==> src/rtl/usb_cmd_pkg.sv <==
// Shared constants and FSM state encoding for the USB RX command parser.
package usb_cmd_pkg;

    localparam logic [7:0] SOF0 = 8'hAA;
    localparam logic [7:0] SOF1 = 8'h55;

    localparam logic [1:0] ERR_CHK = 2'd1;
    localparam logic [1:0] ERR_LEN = 2'd2;
    localparam logic [1:0] ERR_TO  = 2'd3;

    typedef enum logic [2:0] {
        IDLE,
        SYNC,
        CMD,
        LENH,
        LENL,
        PAYLOAD,
        CHK
    } state_t;

endpackage

==> src/rtl/usb_rx_cmd_parser.sv <==
// Frames RX FIFO bytes into commands: AA 55 CMD LEN_H LEN_L payload CHK.
module usb_rx_cmd_parser #(
    parameter int MAX_LEN     = 256,
    parameter int TIMEOUT_CYC = 65535
) (
    input  logic        CLK,
    input  logic        RST,
    input  logic        fifo_empty,
    input  logic [7:0]  fifo_data,
    output logic        fifo_read,
    output logic        cmd_valid,
    output logic [7:0]  cmd_code,
    output logic [15:0] cmd_len,
    output logic        pl_valid,
    output logic [7:0]  pl_data,
    output logic        pl_last,
    input  logic        pl_ready,
    output logic        frame_ok,
    output logic        frame_err,
    output logic [1:0]  err_code
);
    import usb_cmd_pkg::*;

    localparam logic [15:0] MAX_L   = 16'(MAX_LEN);
    localparam logic [15:0] TO_LAST = 16'(TIMEOUT_CYC - 1);

    state_t      state;
    logic        rd_pend;
    logic        byte_v;
    logic [7:0]  byte_reg;
    logic [7:0]  chk;
    logic [7:0]  len_h;
    logic [7:0]  code_hold;
    logic [15:0] to_cnt;
    logic [15:0] rem;
    logic [15:0] len;
    logic        consume;
    logic        timeout;

    assign len     = {len_h, byte_reg};
    assign consume = byte_v && (state != PAYLOAD || pl_ready);
    assign timeout = state != IDLE && !byte_v && to_cnt == TO_LAST;

    // One read in flight; refill only when the holding register frees up.
    assign fifo_read = !RST && !fifo_empty && !rd_pend
                       && (!byte_v || consume);

    assign pl_valid = byte_v && state == PAYLOAD;
    assign pl_data  = byte_reg;
    assign pl_last  = pl_valid && rem == 16'd1;

    always_ff @(posedge CLK) begin
        if (RST) begin
            state     <= IDLE;
            rd_pend   <= 1'b0;
            byte_v    <= 1'b0;
            byte_reg  <= '0;
            chk       <= '0;
            len_h     <= '0;
            code_hold <= '0;
            to_cnt    <= '0;
            rem       <= '0;
            cmd_valid <= 1'b0;
            cmd_code  <= '0;
            cmd_len   <= '0;
            frame_ok  <= 1'b0;
            frame_err <= 1'b0;
            err_code  <= '0;
        end else begin
            rd_pend   <= fifo_read;
            cmd_valid <= 1'b0;
            frame_ok  <= 1'b0;
            frame_err <= 1'b0;
            err_code  <= '0;

            if (rd_pend) begin
                byte_reg <= fifo_data;
                byte_v   <= 1'b1;
            end else if (consume) begin
                byte_v <= 1'b0;
            end

            // A byte parked behind a stalled dispatcher is not idle time.
            if (state == IDLE || consume) begin
                to_cnt <= '0;
            end else if (!byte_v) begin
                to_cnt <= to_cnt + 16'd1;
            end

            if (timeout) begin
                state     <= IDLE;
                frame_err <= 1'b1;
                err_code  <= ERR_TO;
            end else if (consume) begin
                unique case (state)
                    IDLE: begin
                        if (byte_reg == SOF0) state <= SYNC;
                    end
                    SYNC: begin
                        if (byte_reg == SOF1)      state <= CMD;
                        else if (byte_reg != SOF0) state <= IDLE;
                    end
                    CMD: begin
                        code_hold <= byte_reg;
                        chk       <= byte_reg;
                        state     <= LENH;
                    end
                    LENH: begin
                        len_h <= byte_reg;
                        chk   <= chk + byte_reg;
                        state <= LENL;
                    end
                    LENL: begin
                        chk <= chk + byte_reg;
                        if (len > MAX_L) begin
                            frame_err <= 1'b1;
                            err_code  <= ERR_LEN;
                            state     <= IDLE;
                        end else begin
                            cmd_valid <= 1'b1;
                            cmd_code  <= code_hold;
                            cmd_len   <= len;
                            rem       <= len;
                            state     <= (len == 16'd0) ? CHK : PAYLOAD;
                        end
                    end
                    PAYLOAD: begin
                        chk <= chk + byte_reg;
                        rem <= rem - 16'd1;
                        if (rem == 16'd1) state <= CHK;
                    end
                    CHK: begin
                        if (byte_reg == chk) begin
                            frame_ok <= 1'b1;
                        end else begin
                            frame_err <= 1'b1;
                            err_code  <= ERR_CHK;
                        end
                        state <= IDLE;
                    end
                    default: state <= IDLE;
                endcase
            end
        end
    end

endmodule
==> config.mk <==
export PLATFORM = sky130hd
export DESIGN_NAME = usb_rx_cmd_parser
export DESIGN_NICKNAME = d
export VERILOG_FILES = /design/src/rtl/usb_cmd_pkg.sv /design/src/rtl/usb_rx_cmd_parser.sv
export SDC_FILE = /design/constraint.sdc
export NUM_CORES = 1
export LEC_CHECK = 0
export CORE_MARGIN = 8
export CORE_UTILIZATION = 50
export CTS_CLUSTER_DIAMETER = 60
export DETAILED_ROUTE_END_ITERATION = 10
export PLACE_DENSITY = 0.75
export REMOVE_ABC_BUFFERS = 1
export SKIP_CTS_REPAIR_TIMING = 1
export SYNTH_ARGS = -nofsm -noshare
export SYNTH_HDL_FRONTEND = slang
export SYNTH_SLANG_ARGS = --single-unit
export TNS_END_PERCENT = 30
==> constraint.sdc <==
create_clock -name CLK -period 2.2 [get_ports CLK]
set_clock_uncertainty 0.05 [all_clocks]
set_input_delay 0.22 -clock CLK [delete_from_list [all_inputs] [get_ports CLK]]
set_output_delay 0.22 -clock CLK [all_outputs]
set_load 0.02 [all_outputs]
Word-level counts from Yosys, hierarchy flattened
Index checks and enable logic that the tools add are counted.

operators by class
  $add $sub $neg = 3
  mux-type cells = 24
  reductions and logical operators = 32
  divide/modulo/power cells = 0
  equal/unequal tests = 17
  shift operators = 0
  $mul = 0
  bitwise operators = 5
  $lt $le $gt $ge = 1

operators by type and width
  kind                   number
  $pmux 16 s2            1
  $pmux 3 s6             1
  $add 16x1->16 const B  1
  $eq 16x1->1 const B    1
  $eq 16x16->1 const B   1
  $gt 16x9->1 const B    1
  $logic_not 16->1       1
  $mux 16                1
  $pmux 8 s2             1
  $sub 16x1->16 const B  1
  $mux 3                 5
  $reduce_and 4->1       3
  $eq 3x3->1 const B     3
  $mux 1                 9
  $reduce_and 3->1       3
  $add 8x8->8            1
  $eq 8x7->1 const B     1
  $eq 8x8->1             1
  $eq 8x8->1 const B     1
  $logic_and 1x1->1      8
  $mux 2                 4
  $ne 8x8->1 const B     1
  $reduce_or 4->1        2
  $eq 3x2->1 const B     2
  other kinds (14)       28

word-level totals
  memories = 0
  bits in latches = 0
  RAM bits = 0
  output and inout bits = 40
  register bits = 98
  memory bits (read-only) = 0

Logic depth before layout (Yosys ltp)
  depth in word-level cells = 5
  mapped depth = 9
  depth with buffers taken out = 8

Least setup slack after synthesis
OpenSTA, ideal clock, no wires.

  path type = reg-to-reg
  start = register byte_reg[2], in the netlist pl_data[2]
  end = register rem[10]
  data arrival time = 2.104 ns
  cell stages (with the launch flop) = 9
  setup slack = -0.086 ns
  library setup time = 0.132 ns
  required time = 2.018 ns
  path buffers = 3
  cell sequence = dfxtp_1 > buf_6 > or4_4 > o21a_1 > or3_1 > buf_6 > buf_2 > o311ai_0 > a21oi_2

on the way
  longest elaborated chain between the ends = 3

ends and longest elaborated chain
  element                     line                      RTL
  from (decl)                 usb_rx_cmd_parser.sv:30   logic [7:0] byte_reg;
  from (signal assigned)      usb_rx_cmd_parser.sv:77   byte_reg <= fifo_data;
  $gt 16x9->1                 usb_rx_cmd_parser.sv:115  if (len > MAX_L) begin
  $ne 2x2->1 (no line)        n/a
  $reduce_and 4->1 (no line)  n/a
  to (signal assigned)        usb_rx_cmd_parser.sv:123  rem <= len;
  to (signal assigned)        usb_rx_cmd_parser.sv:129  rem <= rem - 16'd1;
  to (decl)                   usb_rx_cmd_parser.sv:35   logic [15:0] rem;

No other way between the ends.
A chain may end at the register's enable or synchronous reset.

Worst setup path after layout
  start = register byte_reg[7], in the netlist pl_data[7]
  end = register rem[14]

The elaborated chain is that of the path after synthesis.

==> impl_metrics.env <==
export IMPL_number_of_global_route_vias_before_repair=4275
export IMPL_routedLengthMet1_mm=5.12
export IMPL_synth_yosys_warnings=0
export IMPL_synth_seq_cells=98
export IMPL_setup_viol=0
export IMPL_seq_area_frac_synth_pct=42.3
export IMPL_cts_sink_count=98
export IMPL_htreeDepth=3
export IMPL_drt_iter0_markers=264
export IMPL_met2WireLength_mm=6.21
export IMPL_share_comb_of_total_power_pct=6.2
export IMPL_met3_wire_length_um=812
export IMPL_die_x_um=112
export IMPL_switching_share_pct=25.6
export IMPL_number_of_buffers_inserted_during_clock_tree_synthesis=9
export IMPL_post_synth_num_cell_types=53
export IMPL_design_die_area_sq_um=12600
export IMPL_synth_enable_flop_cells=0
export IMPL_clock_power_share_pct=39.0
export IMPL_antenna_cells_inserted=0
export IMPL_initial_core_util_pct=50.9
export IMPL_p_switching_uw=836
export IMPL_synthesis_area_sq_um=4630
export IMPL_die_height_um=112
export IMPL_hold_viol=0
export IMPL_nNetsFinal=670
export IMPL_worst_r2r_cell_count=7
export IMPL_antenna_violations_before_repair=0
export IMPL_pwr_share_seq_pct=54.8
export IMPL_clkTransAtPathRegs_ns=0.10
export IMPL_whs_path_depth=3
export IMPL_grt_max_degree=42
export IMPL_top_layer="met4"
export IMPL_worst_pin_slew_ns=0.590
export IMPL_global_route_overflow_total=0
export IMPL_holdCritPathClass="in2reg"
export IMPL_clk_latency_ns=0.38
export IMPL_io_pins=52
export IMPL_first_pass_iters=5
export IMPL_grtUsageTotal_pct=19.5
export IMPL_post_route_cells_drive_above_1_share_pct=12.0
export IMPL_period_minus_slack_ns=2.19
export IMPL_clk_root_buffer_cell="sky130_fd_sc_hd__clkbuf_8"
export IMPL_tritoncts="done"
export IMPL_drc=0
export IMPL_estimated_wirelength_of_the_detail_placed_design_mm=8.65
export IMPL_row_count=35
export IMPL_final_antenna_net_count=0
export IMPL_crit_path_end_kind="flip-flop"
export IMPL_final_period_utilization_pct=99.6
export IMPL_area_growth_syn_to_layout_pct=22.8
export IMPL_fp_coreArea_sq_um=9110
export IMPL_critPathKind="reg2reg"
export IMPL_place_congestion=0.864
export IMPL_finish_utilization_pct=62.5
export IMPL_timing_max_slew_rel_slack_pct=60.3
export IMPL_achievable_frequency_mhz=456
export IMPL_grt_setup_unrepaired="true"
export IMPL_route_detailed_vias_per_inst=5.72
export IMPL_report_final_slew_viol_count=0
export IMPL_wirelength_mm=12.4
export IMPL_cap_viol_max_count=0
export IMPL_worstPathMaxFanout=3
export IMPL_power_per_cell_area_nw_per_um2=573
export IMPL_clock_tree_buffer_depth=2
export IMPL_wire_per_inst_um=16.3
export IMPL_grt_first_pass_wirelength_mm=20.2
export IMPL_run_status="completed"
export IMPL_port_buffers=51
export IMPL_timing_critical_path_arrival_ns=2.39
export IMPL_internal_power_mw=2.43
export IMPL_critical_path_required_ns=2.40
export IMPL_max_vdd_ir_drop_mv=0.410
export IMPL_total_leakage_power_nw=2.11
export IMPL_yosys_most_used_dff="sky130_fd_sc_hd__dfxtp_1"
export IMPL_startpoint_type="flip-flop"
export IMPL_final_cell_count_no_fill=762
export IMPL_cell_total_after_placement=746
export IMPL_async_s_r_ff_share_synth_pct=0
export IMPL_route_vias_total=4358
export IMPL_syn_mean_instance_area_sq_um=7.96
export IMPL_post_syn_instances=582
==> synthesized netlist by cell type (2+ instances only) <==
cell type | n | area (sq um)
sky130_fd_sc_hd__nand2_1 | 116 | 435
sky130_fd_sc_hd__dfxtp_1 | 98 | 1960
sky130_fd_sc_hd__nor2_1 | 59 | 221
sky130_fd_sc_hd__a21oi_1 | 58 | 290
sky130_fd_sc_hd__o21ai_0 | 33 | 165
sky130_fd_sc_hd__clkbuf_1 | 25 | 93.8
sky130_fd_sc_hd__nand3_1 | 13 | 65.1
sky130_fd_sc_hd__nor3_1 | 13 | 65.1
sky130_fd_sc_hd__inv_1 | 12 | 45.0
sky130_fd_sc_hd__mux2i_1 | 12 | 120
sky130_fd_sc_hd__and2_1 | 11 | 68.8
sky130_fd_sc_hd__ha_1 | 11 | 138
sky130_fd_sc_hd__xor2_1 | 11 | 96.3
sky130_fd_sc_hd__nand2b_1 | 8 | 50.1
sky130_fd_sc_hd__xnor2_1 | 8 | 70.1
sky130_fd_sc_hd__and3_1 | 7 | 43.8
sky130_fd_sc_hd__nor2b_1 | 7 | 43.8
sky130_fd_sc_hd__nor4_1 | 7 | 43.8
sky130_fd_sc_hd__nand4_1 | 6 | 37.5
sky130_fd_sc_hd__a211oi_1 | 5 | 37.5
sky130_fd_sc_hd__buf_2 | 5 | 25.0
sky130_fd_sc_hd__o41ai_1 | 5 | 43.8
sky130_fd_sc_hd__a21o_1 | 4 | 30.0
sky130_fd_sc_hd__a31oi_1 | 4 | 25.0
sky130_fd_sc_hd__or3_1 | 4 | 25.0
sky130_fd_sc_hd__or4_1 | 4 | 30.0
sky130_fd_sc_hd__buf_6 | 3 | 33.8
sky130_fd_sc_hd__o311ai_0 | 3 | 26.3
sky130_fd_sc_hd__a21oi_2 | 2 | 17.5
sky130_fd_sc_hd__a221oi_1 | 2 | 17.5
sky130_fd_sc_hd__o21a_1 | 2 | 15.0
sky130_fd_sc_hd__or2_2 | 2 | 12.5
sky130_fd_sc_hd__or4_4 | 2 | 22.5
==> cell usage in the layout (no fill, tap or decap), types with 12 or more instances in the layout <==
cell                              synthesis  final
sky130_fd_sc_hd__buf_4                    0     31
sky130_fd_sc_hd__mux2i_1                 12     12
sky130_fd_sc_hd__nor2_1                  59     57
sky130_fd_sc_hd__o21ai_0                 33     30
sky130_fd_sc_hd__a21oi_1                 58     56
sky130_fd_sc_hd__nand2_1                116    116
sky130_fd_sc_hd__clkdlybuf4s50_1          0     47
sky130_fd_sc_hd__nor3_1                  13     12
sky130_fd_sc_hd__nand3_1                 13     13
sky130_fd_sc_hd__dfxtp_1                 98     96
sky130_fd_sc_hd__inv_1                   12     12
==> sequential cells by signal, indices dropped and copies added, names as in the netlist <==
| signal | cells |
|---|---|
| byte_v | 1 |
| frame_ok | 1 |
| cmd_valid | 1 |
| to_cnt | 16 |
| chk | 8 |
| frame_err | 1 |
| code_hold | 8 |
| cmd_len | 16 |
| rd_pend | 1 |
| len_h | 8 |
| pl_data | 8 |
| state | 3 |
| cmd_code | 8 |
| err_code | 2 |
| rem | 16 |
==> cells by family after synthesis <==
kind of cell / share of synthesized area, %
AO/OA/AOI/OAI: 17.0
flip-flops: 42.3
multiplexers: 2.59
AND/OR/NAND/NOR: 26.4
buffers and inverters: 4.70
XOR/XNOR: 3.59
adder cells (fa/ha/maj): 3.40
==> power groups by stage <==
stage                     clock network (mW)  registers (mW)  logic [mW]
after global placement                     0            1.83       0.194
final                                   1.27            1.79       0.203
after CTS                               1.27            1.79       0.199
after floorplan                            0            1.85      0.0604
after detailed placement                   0            1.83       0.198
after global routing                    1.36            1.79       0.216
==> area by class of cell <==
type                            instances  area, sq um
Clock buffer                            9          124
Clock inverter                          7         92.6
Fill cell                             802         3420
Inverter                               12         45.0
Multi-Input combinational cell        437         2500
Sequential cell                        98         1960
Tap cell                              111          139
Timing Repair Buffer                   88          822
==> metal layers <==
layer / track usage, % / up-vias
met4: 7.10 / 0
met3: 5.31 / 31
met1: 22.0 / 2051
met2: 34.4 / 150
met5: 0 / -
li1: - / 2126
==> critical path, stage by stage, from the launching register on <==
cell	delay, ns
sky130_fd_sc_hd__dfxtp_2	0.33
sky130_fd_sc_hd__or4_4	0.53
sky130_fd_sc_hd__o21a_1	0.22
sky130_fd_sc_hd__buf_6	0.12
sky130_fd_sc_hd__or2_4	0.24
sky130_fd_sc_hd__o32a_1	0.36
sky130_fd_sc_hd__o21ai_1	0.14
sky130_fd_sc_hd__a21oi_1	0.07
==> path summary, 6_finish.rpt <==
check | startpoint | to | slack, ns
worst max-delay path | pl_data[7] | rem[14] | 0.008
worst min-delay path | RST | pl_data[6] | 0.32
worst max register to register | pl_data[7] | rem[14] | 0.008
worst min register to register | code_hold[6] | cmd_code[6] | 0.41
==> stage by stage <==
step | power [mW] | hold WS, ns | setup TNS [ns] | setup slack [ns] | cell area (sq um)
3_5_place_dp | 2.03 | 0.397 | -0.0125 | -0.00680 | 5400
6_report | 3.26 | 0.319 | 0 | 0.00774 | 5690
3_3_place_gp | 2.02 | 0.390 | 0 | 0.0338 | 5400
5_1_grt | 3.36 | 0.336 | -0.293 | -0.0395 | 5690
4_1_cts | 3.26 | 0.331 | -0.623 | -0.293 | 5620
2_1_floorplan | 1.91 | 0.232 | -22.24 | -0.975 | 4460
Power figures use the tool's default switching activity.
